`config.mk`:
```
export PLATFORM = sky130hd
export DESIGN_NAME = pipeline_preload_sequencer
export DESIGN_NICKNAME = d
export VERILOG_FILES = /design/src/rtl/pipeline_preload_sequencer_pkg.sv /design/src/rtl/pipeline_preload_sequencer.sv
export SDC_FILE = /design/constraint.sdc
export NUM_CORES = 1
export LEC_CHECK = 0
export ABC_AREA = 1
export CORE_MARGIN = 5
export CORE_UTILIZATION = 45
export CTS_BUF_LIST = sky130_fd_sc_hd__clkbuf_2 sky130_fd_sc_hd__clkbuf_4 sky130_fd_sc_hd__clkbuf_8
export DETAILED_ROUTE_END_ITERATION = 10
export PLACE_DENSITY = 0.89
export RECOVER_POWER = 25
export SYNTH_ARGS = -nofsm -noshare
export SYNTH_HDL_FRONTEND = slang
export SYNTH_SLANG_ARGS = --single-unit
```
`constraint.sdc`:
```
create_clock -name clk -period 1.5 [get_ports clk]
set_clock_uncertainty 0.1 [all_clocks]
set_input_delay 0.3 -clock clk [delete_from_list [all_inputs] [get_ports clk]]
set_output_delay 0.3 -clock clk [all_outputs]
set_load 0.02 [all_outputs]
```
`src/rtl/pipeline_preload_sequencer_pkg.sv`:
```
// Shared pipeline header: FSM state encodings and the word-count width rule,
// also used by the future drain/readback block.
package pipeline_preload_sequencer_pkg;

  typedef enum logic [1:0] {
    IDLE = 2'd0,
    FILL = 2'd1,
    FIRE = 2'd2
  } pipe_state_e;

  // Count must reach NUMBER_OF_STAGES, and is never narrower than one bit.
  function automatic int pipe_cnt_width(input int n);
    int w;
    w = $clog2(n + 1);
    return (w < 1) ? 1 : w;
  endfunction

endpackage

```
`src/rtl/pipeline_preload_sequencer.sv`:
```
// Collects NUMBER_OF_STAGES words over valid/ready into a packed preload vector,
// then fires a one-cycle set strobe so the downstream chain loads atomically.
module pipeline_preload_sequencer
  import pipeline_preload_sequencer_pkg::*;
#(
  parameter int BIT_WIDTH        = 10,
  parameter int NUMBER_OF_STAGES = 5
) (
  input  logic                                  clk,
  input  logic                                  reset_n,
  input  logic                                  start,
  input  logic                                  abort,
  input  logic                                  in_valid,
  input  logic [BIT_WIDTH-1:0]                  in_data,
  output logic                                  in_ready,
  output logic                                  set,
  output logic [BIT_WIDTH*NUMBER_OF_STAGES-1:0] set_data,
  output logic                                  busy,
  output logic                                  done
);

  if (NUMBER_OF_STAGES < 1) begin : g_bad_stages
    $error("pipeline_preload_sequencer: NUMBER_OF_STAGES must be >= 1");
  end

  localparam int            CW       = pipe_cnt_width(NUMBER_OF_STAGES);
  localparam logic [CW-1:0] LAST_IDX = CW'(NUMBER_OF_STAGES - 1);

  pipe_state_e   state_q;
  logic [CW-1:0] cnt_q;
  logic          in_ready_q;
  logic          set_q;
  logic          done_q;
  logic          busy_q;

  logic xfer;
  logic take;
  logic clear;

  assign xfer  = in_valid && in_ready_q;
  // abort beats a coincident transfer: the word is neither stored nor counted
  assign take  = xfer && !abort;
  assign clear = (state_q == IDLE) && start;

  // NOTE: state registers use non-blocking assignments so every flop samples
  // pre-edge values; blocking here would create order-dependent simulation.
  always_ff @(posedge clk or negedge reset_n) begin
    if (!reset_n) begin
      state_q    <= IDLE;
      cnt_q      <= '0;
      in_ready_q <= 1'b0;
      set_q      <= 1'b0;
      done_q     <= 1'b0;
      busy_q     <= 1'b0;
    end else begin
      set_q  <= 1'b0;
      done_q <= 1'b0;
      case (state_q)
        IDLE: begin
          if (start) begin
            state_q    <= FILL;
            cnt_q      <= '0;
            in_ready_q <= 1'b1;
            busy_q     <= 1'b1;
          end
        end
        FILL: begin
          if (abort) begin
            state_q    <= IDLE;
            in_ready_q <= 1'b0;
            busy_q     <= 1'b0;
          end else if (xfer) begin
            cnt_q <= cnt_q + CW'(1);
            if (cnt_q == LAST_IDX) begin
              state_q    <= FIRE;
              in_ready_q <= 1'b0;
              set_q      <= 1'b1;
              done_q     <= 1'b1;
            end
          end
        end
        FIRE: begin
          state_q <= IDLE;
          busy_q  <= 1'b0;
        end
        default: begin
          state_q    <= IDLE;
          in_ready_q <= 1'b0;
          busy_q     <= 1'b0;
        end
      endcase
    end
  end

  // Slice s receives word index N-1-s, so word 0 sits in the top slice.
  for (genvar s = 0; s < NUMBER_OF_STAGES; s++) begin : g_slice
    localparam logic [CW-1:0] WORD_IDX = CW'(NUMBER_OF_STAGES - 1 - s);

    logic [BIT_WIDTH-1:0] slice_q;
    logic [BIT_WIDTH-1:0] slice_d;

    always_comb begin
      slice_d = slice_q;
      if (clear) begin
        slice_d = '0;
      end else if (take && (cnt_q == WORD_IDX)) begin
        slice_d = in_data;
      end
    end

    // NOTE: the preload storage is reset like any control flop because
    // set_data is a visible output with a defined reset value of zero.
    always_ff @(posedge clk or negedge reset_n) begin
      if (!reset_n) begin
        slice_q <= '0;
      end else begin
        slice_q <= slice_d;
      end
    end

    assign set_data[BIT_WIDTH*s +: BIT_WIDTH] = slice_q;
  end

  assign in_ready = in_ready_q;
  assign set      = set_q;
  assign done     = done_q;
  assign busy     = busy_q;

endmodule

```
==> results of run 1 <==
==> repair_timing <==
item | CTS | global route
hold endpoints to repair | 58 | 0
gates cloned | 0 | 2
buffers inserted | 0 | 5
resized for setup | 55 | 11
hold buffers | 1 | 0
pin swaps | 0 | 3
setup endpoints to repair | 64 | 49
==> sequential cells by signal, summed over array words and instances, names as in the netlist <==
register         count
g_slice.slice_q     50
cnt_q                3
state_q              2
busy                 1
done                 1
in_ready             1
==> power by group through the flow <==
stage	combinational, mW	sequential (mW)	clock, mW
floorplan	1.18	2.87	0
CTS	2.77	2.35	1.44
global route	3.14	2.42	1.51
global placement	2.96	2.38	0
finish	2.90	2.36	1.41
detailed placement	3.04	2.39	0
==> worst paths after layout <==
path	start	slack, ps	endpoint	depth (start not counted)
worst min-delay path	g_slice[3].slice_q[2]$_DFFE_PN0P_	390	g_slice[3].slice_q[2]$_DFFE_PN0P_	2
worst min register to register	g_slice[3].slice_q[2]$_DFFE_PN0P_	390	g_slice[3].slice_q[2]$_DFFE_PN0P_	2
min in group asynchronous	reset_n	580	busy$_DFFE_PN0P_	3
worst max register to register	cnt_q[0]$_DFFE_PN0P_	50	g_slice[4].slice_q[0]$_DFFE_PN0P_	6
worst max-delay path	g_slice[1].slice_q[9]$_DFFE_PN0P_	30	set_data[19]	1
max in group asynchronous	reset_n	210	done$_DFF_PN0_	3
==> stage by stage <==
step           utilization (%)  instance area, µm²  power [mW]  setup WS [ps]  hold WS, ps
2_1_floorplan                -                2660        4.05            129        -95.6
3_3_place_gp              60.2                3520        5.35           -217          219
3_5_place_dp              60.2                3520        5.43           -249          225
4_1_cts                   62.6                3660        6.56           12.6          399
5_1_grt                   63.6                3720        7.07          -37.3          427
6_report                  63.6                3720        6.67           31.8          391
==> layout make-up <==
type,count,area [µm²],area share [%]
well taps,75,93.8,2.52
multi-input cells,212,1040,27.9
repair buffers,97,853,22.9
clock buffers,12,153,4.10
inverters,24,93.8,2.52
clock inverters,3,40.0,1.08
flip-flops and latches,58,1450,39.0
==> routing by layer <==
metal	wire [µm]	track usage, %	part of all wire (%)	vias up
met2	3590	31.7	49	95
met3	627	5.77	8.5	20
met1	2910	25.6	40	1127
met5	0	0	0	-
met4	216	8.64	2.9	0
li1	-	-	-	1147
==> layout by cell type (no fill, tap or decap), types with 3 or more instances in the layout <==
cell,netlist,layout
clkinv_2,1,3
dlygate4sd2_1,0,47
buf_4,1,25
ha_1,5,4
nor2_2,11,13
clkdlybuf4s50_1,0,13
inv_1,22,22
nand2_4,4,6
nand3_1,53,53
clkdlybuf4s15_1,0,7
clkbuf_4,0,3
clkbuf_8,0,10
dfrtp_1,58,58
nor2_4,4,4
nand2_2,4,3
nor2_1,6,6
nand2_1,119,118
==> logic make-up after synthesis <==
| family | synth area share (%) |
|---|---|
| buffers and inverters | 7.43 |
| adders and majority gates | 2.35 |
| and+or+nand+nor | 34.9 |
| AOI/OAI and AO/OA | 0.753 |
| DFF | 54.6 |
==> results.sh, run 1 <==
export IMPL_p_seq_share_pct=35.3
export IMPL_worst_setup_path_type="reg -> out"
export IMPL_cp_num_buf_inv=1
export IMPL_grt_pass1_wl_um=11400
export IMPL_setup_tns_ps=0
export IMPL_drc=0
export IMPL_gp_congestion=0.914
export IMPL_finalHoldViolCount=0
export IMPL_drt_wl_total_um=7350
export IMPL_syn2layout_area_growth_pct=40.0
export IMPL_row_count=28
export IMPL_dieHeight_um=86.9
export IMPL_status="finished, final reports clean"
export IMPL_first_pass_iters=4
export IMPL_startpoint_type="flop"
export IMPL_nets=422
export IMPL_period_share_pct=97.9
export IMPL_clock_sinks=58
export IMPL_grt_max_degree=59
export IMPL_clkPwrFrac_pct=21.2
export IMPL_synth_most_common_cell="nand2_1"
export IMPL_avgSynthCellArea_um2=8.84
export IMPL_synth_area_um2=2660
export IMPL_p_per_area_nw_per_um2=1790
export IMPL_clockBufferDepth=2
export IMPL_cts_buffers=9
export IMPL_slowest_delay_ps=400
export IMPL_cp_slowest_cell="dfrtp_1"
export IMPL_synth_edf_count=0
export IMPL_dp_cells=458
export IMPL_dieArea_um2=7550
export IMPL_final_max_slew_viol_count=0
export IMPL_hpwl_um=5050
export IMPL_critPathRequiredTime_ps=1100
export IMPL_setup_viol=0
export IMPL_synthTopCellsByArea="dfrtp_1 55%, nand2_1 17%, nand3_1 10%"
export IMPL_yosysSeqAreaShare_pct=54.6
export IMPL_yosysTopAreaCellShare_pct=54.6
export IMPL_end_kind="output pin"
export IMPL_crit_arrival_ps=1070
export IMPL_synthTopCellsByCount="119 x nand2_1, 58 x dfrtp_1, 53 x nand3_1"
export IMPL_maxCapViolCount=0
export IMPL_ant_nets=0
export IMPL_htreeDepth=3
export IMPL_worst_slew_pin_slew_ps=769
export IMPL_period_minus_slack_ps=1470
export IMPL_synth_area_leader_cell="dfrtp_1"
export IMPL_drt_iter0_markers=184
export IMPL_p_leak_nw=2.19
export IMPL_cts_root_buf="clkbuf_8"
export IMPL_netlist_cell_type_count=20
export IMPL_yosysWarningCount=0
export IMPL_intPower_mw=3.98
export IMPL_worstPathCellList="dlygate4sd2_1"
export IMPL_rsz0062_at_grt="true"
export IMPL_cts_tree="done"
export IMPL_num_fill_cells=461
export IMPL_hp_class="reg -> reg"
export IMPL_path_max_fanout=2
export IMPL_slew_headroom_pct=48.7
export IMPL_grt_usage_pct=20.0
export IMPL_wl_per_cell_um=15.3
export IMPL_antenna_found_initial=0
export IMPL_synth_top_flop_cell="dfrtp_1"
export IMPL_initial_core_util_pct=45.5
export IMPL_fp_coreArea_um2=5850
export IMPL_ys_ff_latch=58
export IMPL_switching_share_pct=40.3
export IMPL_port_buffers=68
export IMPL_routed_via_density=4.97
export IMPL_fmax_ghz=0.681
export IMPL_dr_total_vias=2389
export IMPL_io_pins=69
export IMPL_syn_inst=301
export IMPL_grt_pass1_vias=2367
export IMPL_path_delay_family="flip-flops"
export IMPL_final_cells=481
export IMPL_drive_above_1_share_pct=18.5
export IMPL_max_vdd_ir_drop_uv=1240
export IMPL_combPwrFrac_pct=43.4
export IMPL_die_width_um=86.9
export IMPL_grt_overflow=0
export IMPL_async_flop_share_pct=100
export IMPL_p_sw_mw=2.69
export IMPL_worst_skew_pair_late_latency_ps=340
export IMPL_clk_pin_slew_worst_paths_ps=60
export IMPL_num_antenna_cells=0
export IMPL_syn_nets=321
No activity file was read; power rests on OpenSTA's default activity.
==> run 2, diff against run 1 <==
- CORE_ASPECT_RATIO: unset -> 1.1
- SETUP_SLACK_MARGIN: unset -> 0.02
==> results.sh, run 2 (synthesized netlist as in run 1, its figures left out) <==
export IMPL_period_share_pct=97.3
export IMPL_largest_register_ffs=50
export IMPL_grt_pass1_wl_um=12200
export IMPL_antenna_found_initial=0
export IMPL_crit_arrival_ps=1060
export IMPL_multiInputGateArea_um2=1050
export IMPL_grt_usage_pct=20.7
export IMPL_port_buffers=68
export IMPL_p_leak_nw=2.08
export IMPL_grt_pass1_vias=2451
export IMPL_startpoint_type="flop"
export IMPL_first_pass_iters=4
export IMPL_cp_slowest_cell="dfrtp_1"
export IMPL_cp_num_buf_inv=1
export IMPL_nets=414
export IMPL_routed_via_density=5.09
export IMPL_clock_sinks=58
export IMPL_drc=0
export IMPL_reg_top3="g_slice.slice_q (50), cnt_q (3), state_q (2)"
export IMPL_final_cells=476
export IMPL_finalHoldViolCount=0
export IMPL_rsz0062_at_grt="true"
export IMPL_drt_iter0_markers=186
export IMPL_period_minus_slack_ps=1460
export IMPL_fp_coreArea_um2=5770
export IMPL_worstPathCellList="dlygate4sd2_1"
export IMPL_reg2reg_to="g_slice[1].slice_q[3]$_DFFE_PN0P_"
export IMPL_initial_core_util_pct=46.1
export IMPL_p_per_area_nw_per_um2=1830
export IMPL_clockBufferDepth=2
export IMPL_slew_headroom_pct=47.7
export IMPL_cts_tree="done"
export IMPL_worst_slew_pin_slew_ps=784
export IMPL_setup_tns_ps=0
export IMPL_path_max_fanout=2
export IMPL_worst_setup_path_type="reg -> out"
export IMPL_reg2reg_depth=6
export IMPL_gp_congestion=0.821
export IMPL_die_width_um=83.3
export IMPL_drive_above_1_share_pct=18.3
export IMPL_drt_wl_total_um=7530
export IMPL_status="finished, final reports clean"
export IMPL_io_pins=69
export IMPL_cts_root_buf="clkbuf_8"
export IMPL_finish_utilization_pct=65.1
export IMPL_hold_path_depth=2
export IMPL_p_total_mw=6.88
export IMPL_cp_startpoint="g_slice[2].slice_q[9]$_DFFE_PN0P_"
export IMPL_r2r_start="cnt_q[1]$_DFFE_PN0P_"
export IMPL_final_cell_mix="118 x nand2_1, 58 x dfrtp_1, 52 x nand3_1, 34 x clkdlybuf4s15_1, 20 x inv_1"
export IMPL_dr_total_vias=2424
export IMPL_regToRegSetupSlack_ps=60
export IMPL_cts_buffers=9
export IMPL_dieHeight_um=90.6
export IMPL_min_delay_start="busy$_DFFE_PN0P_"
export IMPL_final_common_cell="nand2_1"
export IMPL_slowest_delay_ps=400
export IMPL_clk_pin_slew_worst_paths_ps=60
export IMPL_final_max_slew_viol_count=0
export IMPL_max_vdd_ir_drop_uv=1260
export IMPL_worstHoldEndpoint="busy$_DFFE_PN0P_"
export IMPL_worst_skew_pair_late_latency_ps=340
export IMPL_hpwl_um=5020
export IMPL_grt_overflow=0
export IMPL_wl_per_cell_um=15.8
export IMPL_num_fill_cells=436
export IMPL_fmax_ghz=0.685
export IMPL_hp_class="reg -> reg"
export IMPL_syn2layout_area_growth_pct=41.2
export IMPL_row_count=29
export IMPL_maxCapViolCount=0
export IMPL_regArea_um2=1450
export IMPL_htreeDepth=3
export IMPL_critPathRequiredTime_ps=1100
export IMPL_dieArea_um2=7550
export IMPL_largest_register="g_slice.slice_q"
export IMPL_path_delay_family="flip-flops"
export IMPL_end_kind="output pin"
export IMPL_dp_cells=454
export IMPL_grt_max_degree=59
export IMPL_num_antenna_cells=0
export IMPL_setup_viol=0
export IMPL_ant_nets=0
-- run 2: changes by cell type in the layout (fill, tap and decap cells not counted), sizes merged --
cell           delta
buf               -7
bufinv            +1
clkbuf            +1
clkdlybuf4s15    +27
clkinvlp          +1
dlygate4sd2      -29
nor2              -1
-- run 2: through the flow --
step	setup slack [ps]	area, µm²	hold slack [ps]
after detailed placement	-251	3480	225
after floorplan	129	2660	-95.6
after global placement	-184	3480	220
after CTS	0.183	3660	386
final	41.2	3750	385
after global routing	-7.58	3750	412
-- run 2: final cells by class --
class | instances | share of cell area (%)
clock buffer | 11 | 3.87
clock inverter | 5 | 2.07
inverter | 24 | 2.67
multi-input combinational | 211 | 28.0
sequential | 58 | 38.7
tap | 77 | 2.57
timing repair buffer | 90 | 22.2
-- run 2: where the power goes --
group          switching, mW  leakage, nW  internal (mW)
combinational           1.80         1.19           1.07
clock                  0.629        0.113          0.993
sequential             0.334        0.771           2.05
-- run 2: worst max path at each step --
stage | end | slack (ps) | cells past startpoint
floorplan | g_slice[0].slice_q[1]$_DFFE_PN0P_ | 130 | 6
global placement | g_slice[1].slice_q[2]$_DFFE_PN0P_ | -180 | 6
finish | set_data[29] | 40 | 1
detailed placement | g_slice[0].slice_q[4]$_DFFE_PN0P_ | -250 | 6
global route | g_slice[3].slice_q[1]$_DFFE_PN0P_ | -8 | 8
CTS | set_data[49] | 0.2 | 1
-- run 2: layer usage --
metal  global-route usage (%)  wire, µm
met3                     6.30       681
met1                     26.1      3000
met4                     11.0       280
met5                        0         0
met2                     32.0      3570
-- run 2: worst min-delay path, stage by stage, from the launching register on --
cell and delay [ps]:
dfrtp_1 350, nand2_1 60, nand2_1 50
-- run 2: timing repair --
action,4_1_cts,5_1_grt
hold buffers,1,0
gates cloned,0,2
resized for setup,59,49
endpoints found under the setup margin,60,87
endpoints found under the hold margin,58,0
pin swaps,0,5
setup buffers,0,3
